## src/rtl/mc_ctrl.sv

```systemverilog
// mc_ctrl: multicycle MIPS control FSM driving the lab datapath and ALU op interface
module mc_ctrl #(
  parameter int CNT_W = 32
) (
  input  logic             clk,
  input  logic             rst_n,
  input  logic [5:0]       opcode,
  input  logic [5:0]       funct,
  input  logic             zero,
  input  logic             overflow,
  input  logic             mem_ready,
  output logic             mem_rd,
  output logic             mem_wr,
  output logic             iord,
  output logic             ir_wr,
  output logic             pc_wr,
  output logic [1:0]       pc_src,
  output logic             alu_src_a,
  output logic [1:0]       alu_src_b,
  output logic             ext_zero,
  output logic [4:0]       alu_op,
  output logic             reg_wr,
  output logic             reg_dst,
  output logic             mem_to_reg,
  output logic             exc,
  output logic [CNT_W-1:0] retired
);
  localparam logic [4:0] ALU_AND  = 5'b00111;
  localparam logic [4:0] ALU_OR   = 5'b00001;
  localparam logic [4:0] ALU_XOR  = 5'b00010;
  localparam logic [4:0] ALU_NOR  = 5'b00011;
  localparam logic [4:0] ALU_LUI  = 5'b00100;
  localparam logic [4:0] ALU_ADD  = 5'b10000;
  localparam logic [4:0] ALU_ADDU = 5'b10001;
  localparam logic [4:0] ALU_SUB  = 5'b10010;
  localparam logic [4:0] ALU_SUBU = 5'b10011;
  localparam logic [4:0] ALU_SLT  = 5'b10100;
  localparam logic [4:0] ALU_SLTU = 5'b10101;

  typedef enum logic [3:0] {
    FETCH, DECODE, RTYPE, IMMEX, RWB, IWB, MEMADR,
    MEMRD, MEMWB, MEMWR, BRANCH, JUMP, ILLEGAL
  } state_t;

  state_t     state, state_nx;
  logic       trap_chk, ext_q, r_ok, i_ok, i_zx, trap, retire;
  logic [4:0] alu_q, r_op, i_op;

  assign i_zx   = opcode[5:2] == 4'b0011 && opcode[1:0] != 2'b11;
  assign trap   = trap_chk && overflow;
  assign retire = ((state == RWB || state == IWB) && !trap) || state == MEMWB ||
                  (state == MEMWR && mem_ready) || state == BRANCH || state == JUMP;

  // R-type funct to ALU op; unknown functs are flagged for the illegal trap
  always_comb begin
    r_op = 5'b0;
    r_ok = 1'b1;
    case (funct)
      6'b100000: r_op = ALU_ADD;
      6'b100001: r_op = ALU_ADDU;
      6'b100010: r_op = ALU_SUB;
      6'b100011: r_op = ALU_SUBU;
      6'b100100: r_op = ALU_AND;
      6'b100101: r_op = ALU_OR;
      6'b100110: r_op = ALU_XOR;
      6'b100111: r_op = ALU_NOR;
      6'b101010: r_op = ALU_SLT;
      6'b101011: r_op = ALU_SLTU;
      default:   r_ok = 1'b0;
    endcase
  end

  // immediate-form opcode to ALU op; i_ok marks the opcodes that take the IMMEX path
  always_comb begin
    i_op = ALU_ADDU;
    i_ok = 1'b1;
    case (opcode)
      6'b001000: i_op = ALU_ADD;
      6'b001001: i_op = ALU_ADDU;
      6'b001100: i_op = ALU_AND;
      6'b001101: i_op = ALU_OR;
      6'b001110: i_op = ALU_XOR;
      6'b001010: i_op = ALU_SLT;
      6'b001011: i_op = ALU_SLTU;
      6'b001111: i_op = ALU_LUI;
      default:   i_ok = 1'b0;
    endcase
  end

  // state register; reset aborts any instruction in flight
  always_ff @(posedge clk or negedge rst_n)
    if (!rst_n) state <= FETCH;
    else        state <= state_nx;

  // capture the execute-stage ALU setup so writeback holds it and knows whether to trap
  always_ff @(posedge clk or negedge rst_n)
    if (!rst_n) begin
      alu_q    <= 5'b0;
      ext_q    <= 1'b0;
      trap_chk <= 1'b0;
    end else if (state == RTYPE) begin
      alu_q    <= r_op;
      ext_q    <= 1'b0;
      trap_chk <= funct == 6'b100000 || funct == 6'b100010;
    end else if (state == IMMEX) begin
      alu_q    <= i_op;
      ext_q    <= i_zx;
      trap_chk <= opcode == 6'b001000;
    end

  // retired-instruction counter, wraps freely
  always_ff @(posedge clk or negedge rst_n)
    if (!rst_n)      retired <= '0;
    else if (retire) retired <= retired + CNT_W'(1);

  // next-state sequencing
  always_comb begin
    state_nx = state;
    case (state)
      FETCH:  state_nx = mem_ready ? DECODE : FETCH;
      DECODE:
        case (opcode)
          6'b000000:            state_nx = RTYPE;
          6'b100011, 6'b101011: state_nx = MEMADR;
          6'b000100, 6'b000101: state_nx = BRANCH;
          6'b000010:            state_nx = JUMP;
          default:              state_nx = i_ok ? IMMEX : ILLEGAL;
        endcase
      RTYPE:  state_nx = r_ok ? RWB : ILLEGAL;
      IMMEX:  state_nx = IWB;
      MEMADR: state_nx = opcode[3] ? MEMWR : MEMRD;
      MEMRD:  state_nx = mem_ready ? MEMWB : MEMRD;
      MEMWR:  state_nx = mem_ready ? FETCH : MEMWR;
      default: state_nx = FETCH;
    endcase
  end

  // datapath strobes decoded from state, qualified by handshake and ALU flags
  always_comb begin
    mem_rd     = 1'b0;
    mem_wr     = 1'b0;
    iord       = 1'b0;
    ir_wr      = 1'b0;
    pc_wr      = 1'b0;
    pc_src     = 2'd0;
    alu_src_a  = 1'b0;
    alu_src_b  = 2'd0;
    ext_zero   = 1'b0;
    alu_op     = 5'b0;
    reg_wr     = 1'b0;
    reg_dst    = 1'b0;
    mem_to_reg = 1'b0;
    exc        = 1'b0;
    case (state)
      FETCH: begin
        mem_rd    = 1'b1;
        alu_src_b = 2'd1;
        alu_op    = ALU_ADDU;
        ir_wr     = mem_ready;
        pc_wr     = mem_ready;
      end
      DECODE: begin
        alu_src_b = 2'd3;
        alu_op    = ALU_ADDU;
      end
      RTYPE: begin
        alu_src_a = 1'b1;
        alu_op    = r_op;
      end
      IMMEX: begin
        alu_src_a = 1'b1;
        alu_src_b = 2'd2;
        alu_op    = i_op;
        ext_zero  = i_zx;
      end
      RWB, IWB: begin
        alu_src_a = 1'b1;
        alu_src_b = state == IWB ? 2'd2 : 2'd0;
        alu_op    = alu_q;
        ext_zero  = ext_q;
        reg_wr    = !trap;
        reg_dst   = state == RWB;
        exc       = trap;
        pc_wr     = trap;
        pc_src    = trap ? 2'd3 : 2'd0;
      end
      MEMADR: begin
        alu_src_a = 1'b1;
        alu_src_b = 2'd2;
        alu_op    = ALU_ADDU;
      end
      MEMRD: begin
        mem_rd = 1'b1;
        iord   = 1'b1;
      end
      MEMWB: begin
        reg_wr     = 1'b1;
        mem_to_reg = 1'b1;
      end
      MEMWR: begin
        mem_wr = 1'b1;
        iord   = 1'b1;
      end
      BRANCH: begin
        alu_src_a = 1'b1;
        alu_op    = ALU_SUBU;
        pc_src    = 2'd1;
        pc_wr     = opcode[0] ? !zero : zero;
      end
      JUMP: begin
        pc_wr  = 1'b1;
        pc_src = 2'd2;
      end
      ILLEGAL: begin
        exc    = 1'b1;
        pc_wr  = 1'b1;
        pc_src = 2'd3;
      end
      default: ;
    endcase
  end
endmodule

```

## config.mk

```make
export PLATFORM = sky130hd
export DESIGN_NAME = mc_ctrl
export DESIGN_NICKNAME = d
export VERILOG_FILES = /design/src/rtl/mc_ctrl.sv
export SDC_FILE = /design/constraint.sdc
export NUM_CORES = 1
export LEC_CHECK = 0
export BUFFER_PORTS_ARGS = -buffer_cell sky130_fd_sc_hd__buf_2
export CORE_MARGIN = 2
export CORE_UTILIZATION = 57
export DETAILED_ROUTE_END_ITERATION = 10
export PLACE_DENSITY_LB_ADDON = 0.15
export SYNTH_ARGS = -nofsm -noshare
export SYNTH_HDL_FRONTEND = slang
export SYNTH_SLANG_ARGS = --single-unit
```

## constraint.sdc

```tcl
create_clock -name clk -period 5.2 [get_ports clk]
set_clock_uncertainty 0.05 [all_clocks]
set_input_delay 0.26 -clock clk [delete_from_list [all_inputs] [get_ports clk]]
set_output_delay 0.26 -clock clk [all_outputs]
set_load 0.05 [all_outputs]
```

==> insert_results.sql <==
INSERT INTO impl_metrics (metric_group, metric, value, unit) VALUES
('status', 'run_status', 'complete, no violations', ''),
('critical_path', 'reg2reg_from', 'state[1]', ''),
('floorplan', 'pin_count', '69', ''),
('yosys', 'synth_cell_types', '55', ''),
('pwr', 'peakVddDrop', '377', 'uV'),
('yosys', 'netlist_area', '2600', 'sq um'),
('route', 'route.detailed.drc', '0', ''),
('timing', 'fin_ws', '2.25', 'ns'),
('placed_design', 'placed_cell_area', '2920', 'sq um'),
('timing', 'max_slew_margin', '37.8', '%'),
('route', 'number_of_nets_still_failing_antenna_checks_after_routing', '0', ''),
('cells_and_area', 'antenna_cells', '0', ''),
('clocking', 'cts_hold_buffers', '0', ''),
('pwr', 'power_density', '463', 'nW/um^2'),
('global_routing', 'overflow', '0', ''),
('critical_path', 'kind_of_capture_point_of_the_worst_setup_path', 'output pin', ''),
('clocking', 'clock_tree.buffer_depth', '2', ''),
('yosys', 'synth_seq_cells', '42', ''),
('global_routing', 'grt_first_pass_wirelength', '9.49', 'mm'),
('global_routing', 'first_global_vias', '2104', ''),
('critical_path', 'critical_path.startpoint_type', 'flip-flop', ''),
('timing', 'totalNegativeSetupSlack', '0', 'ns'),
('yosys', 'synth_top_cell_area_share', '40.4', '%'),
('clocking', 'tritoncts_num_sinks', '42', ''),
('critical_path', 'reg2reg_slack', '2.79', 'ns'),
('global_routing', 'initial_antenna_violation_count', '0', ''),
('placed_design', 'post-dp-hpwl', '4.13', 'mm'),
('yosys', 'syn_inst', '283', ''),
('timing', 'slew_violations', '0', ''),
('route', 'detail_route.vias_per_cell', '5.84', ''),
('yosys', 'netlist_top_cells_area', 'dfrtp_1 40%, xor2_1 8.1%, nor3_1 4.2%, nand2_1 3.5%, xnor2_1 3.0%', ''),
('floorplan', 'floorplan.rows', '24', ''),
('cells_and_area', 'fin_util', '69.0', '%'),
('critical_path', 'rr_endpoint', 'retired[29]', ''),
('cells_and_area', 'layout.cells.most_common_list', '67 x buf_2, 42 x dfrtp_1, 24 x nand2_1, 24 x xor2_1, 22 x nor3_1', ''),
('critical_path', 'setup.worst_path.end', 'alu_op[4]', ''),
('route', 'drt_pass1_iterations', '4', ''),
('floorplan', 'die_height', '71.5', 'um'),
('yosys', 'synth_top_flop_cell', 'dfrtp_1', ''),
('cells_and_area', 'area.growth.synth_to_final', '16.5', '%'),
('flow_run', 'maxCapViolCount', '0', ''),
('timing', 'transition_time_at_the_pin_with_the_least_slew_margin', '0.932', 'ns'),
('floorplan', 'core_area', '4380', 'sq um'),
('cells_and_area', 'finalNetCount', '360', ''),
('critical_path', 'timing.reg2reg.worst_path_depth', '4', ''),
('route', 'totalWireLength', '5.71', 'mm'),
('critical_path', 'worst-setup-path-type', 'reg -> out', ''),
('global_routing', 'globalRouteTotalUtil', '22.9', '%'),
('yosys', 'ys_seq_area_share', '40.4', '%'),
('timing', 'rsz0062_at_grt', 'false', ''),
('yosys', 'synthesis.nets', '301', ''),
('clocking', 'clk_pin_slew', '0.08', 'ns'),
('hold_path', 'worstHoldPathType', 'in -> async', ''),
('critical_path', 'worstSetupStartpoint', 'state[1]', ''),
('critical_path', 'crit_required', '4.89', 'ns'),
('route', 'detailroute.via_count', '2305', ''),
('floorplan', 'initial_core_util', '59.3', '%'),
('route', 'first_iter_violations', '252', ''),
('global_routing', 'grt_start_max_net_pins', '43', ''),
('yosys', 'synth_enable_flop_cells', '0', ''),
('clocking', 'clock-root-buffer', 'clkbuf_8', ''),
('placed_design', 'gp_congestion', '0.796', ''),
('placed_design', 'place_worst_setup_slack', '2.60', 'ns'),
('clocking', 'cts_tree', 'done', ''),
('clocking', 'tritoncts_buffer_count', '5', ''),
('floorplan', 'chip_width', '71.5', 'um'),
('route', 'routedWlPerCell', '14.5', 'um'),
('cells_and_area', 'mostFrequentLayoutCell', 'buf_2', ''),
('pwr', 'static-leakage-power', '1.57', 'nW'),
('clocking', 'clock_latency', '0.30', 'ns'),
('critical_path', 'critPathArrivalTime', '2.64', 'ns');
cell families after synthesis:
logic type | share of synthesized area (%)
other | 0.144
adder cells (fa/ha/maj) | 0.481
AO/OA/AOI/OAI | 11.7
multiplexers | 1.69
AND/OR/NAND/NOR | 29.8
XOR/XNOR | 11.1
buffers and inverters | 4.72
flip-flops | 40.4
worst max-delay path, cell delays in order, from the launching register on:
cell and delay (ns):
dfrtp_1 0.79, nor2b_1 0.46, nand3_1 0.23, o32a_1 0.40, o311ai_0 0.12, buf_2 0.34
synthesized netlist by cell type, drive strengths merged, types with 3 or more instances:
cell type   n
nand3      15
o21ai       7
and4        6
dfrtp      42
clkbuf      9
nand4       7
nand2      24
nor2       15
buf         6
mux2        3
xor2       24
nand2b      7
and2        3
inv        11
a21oi      10
nor2b       8
nor3b       4
xnor2       9
nor3       22
a21o        4
or2         3
nor4       10
registers in the layout, summed over array words and instances (netlist names):
name and flops:
trap_chk 1, retired 32, ext_q 1, state 4, alu_q 4
layout make-up:
class,instances,area (sq um)
multi-input combinational,215,1430
clock inverter,3,40.0
clock buffer,5,68.8
timing repair buffer,67,335
fill,359,1360
tap,52,65.1
sequential,42,1050
inverter,11,41.3
power by group:
part | total [mW] | internal, mW | switching (mW)
Sequential | 0.470 | 0.377 | 0.0928
Clock | 0.259 | 0.141 | 0.117
Combinational | 0.671 | 0.191 | 0.480
Total | 1.40 | 0.710 | 0.690
worst min-delay path by stage:
stage	slack, ns	start	endpoint
2_1_floorplan	-0.09	rst_n	alu_q[0]
3_3_place_gp	0.40	rst_n	retired[8]
3_5_place_dp	0.40	rst_n	retired[8]
4_1_cts	0.08	rst_n	retired[18]
5_1_grt	0.13	rst_n	retired[18]
6_report	0.05	rst_n	retired[13]
metrics by stage:
stage	std cells	power, mW	hold WS [ns]
global placement	387	1.14	0.400
floorplan	283	1.01	-0.0856
global route	395	1.47	0.131
detailed placement	387	1.15	0.396
CTS	395	1.41	0.0780
finish	395	1.40	0.0496
per-layer routing:
metal | global-route usage [%] | up-vias | part of all wire (%)
met5 | 0 | - | 0
met2 | 38.0 | 73 | 49
met4 | 10.3 | 0 | 2.3
li1 | - | 1132 | -
met3 | 3.23 | 13 | 4.9
met1 | 29.8 | 1087 | 44
(Power assumes the default switching activity.)
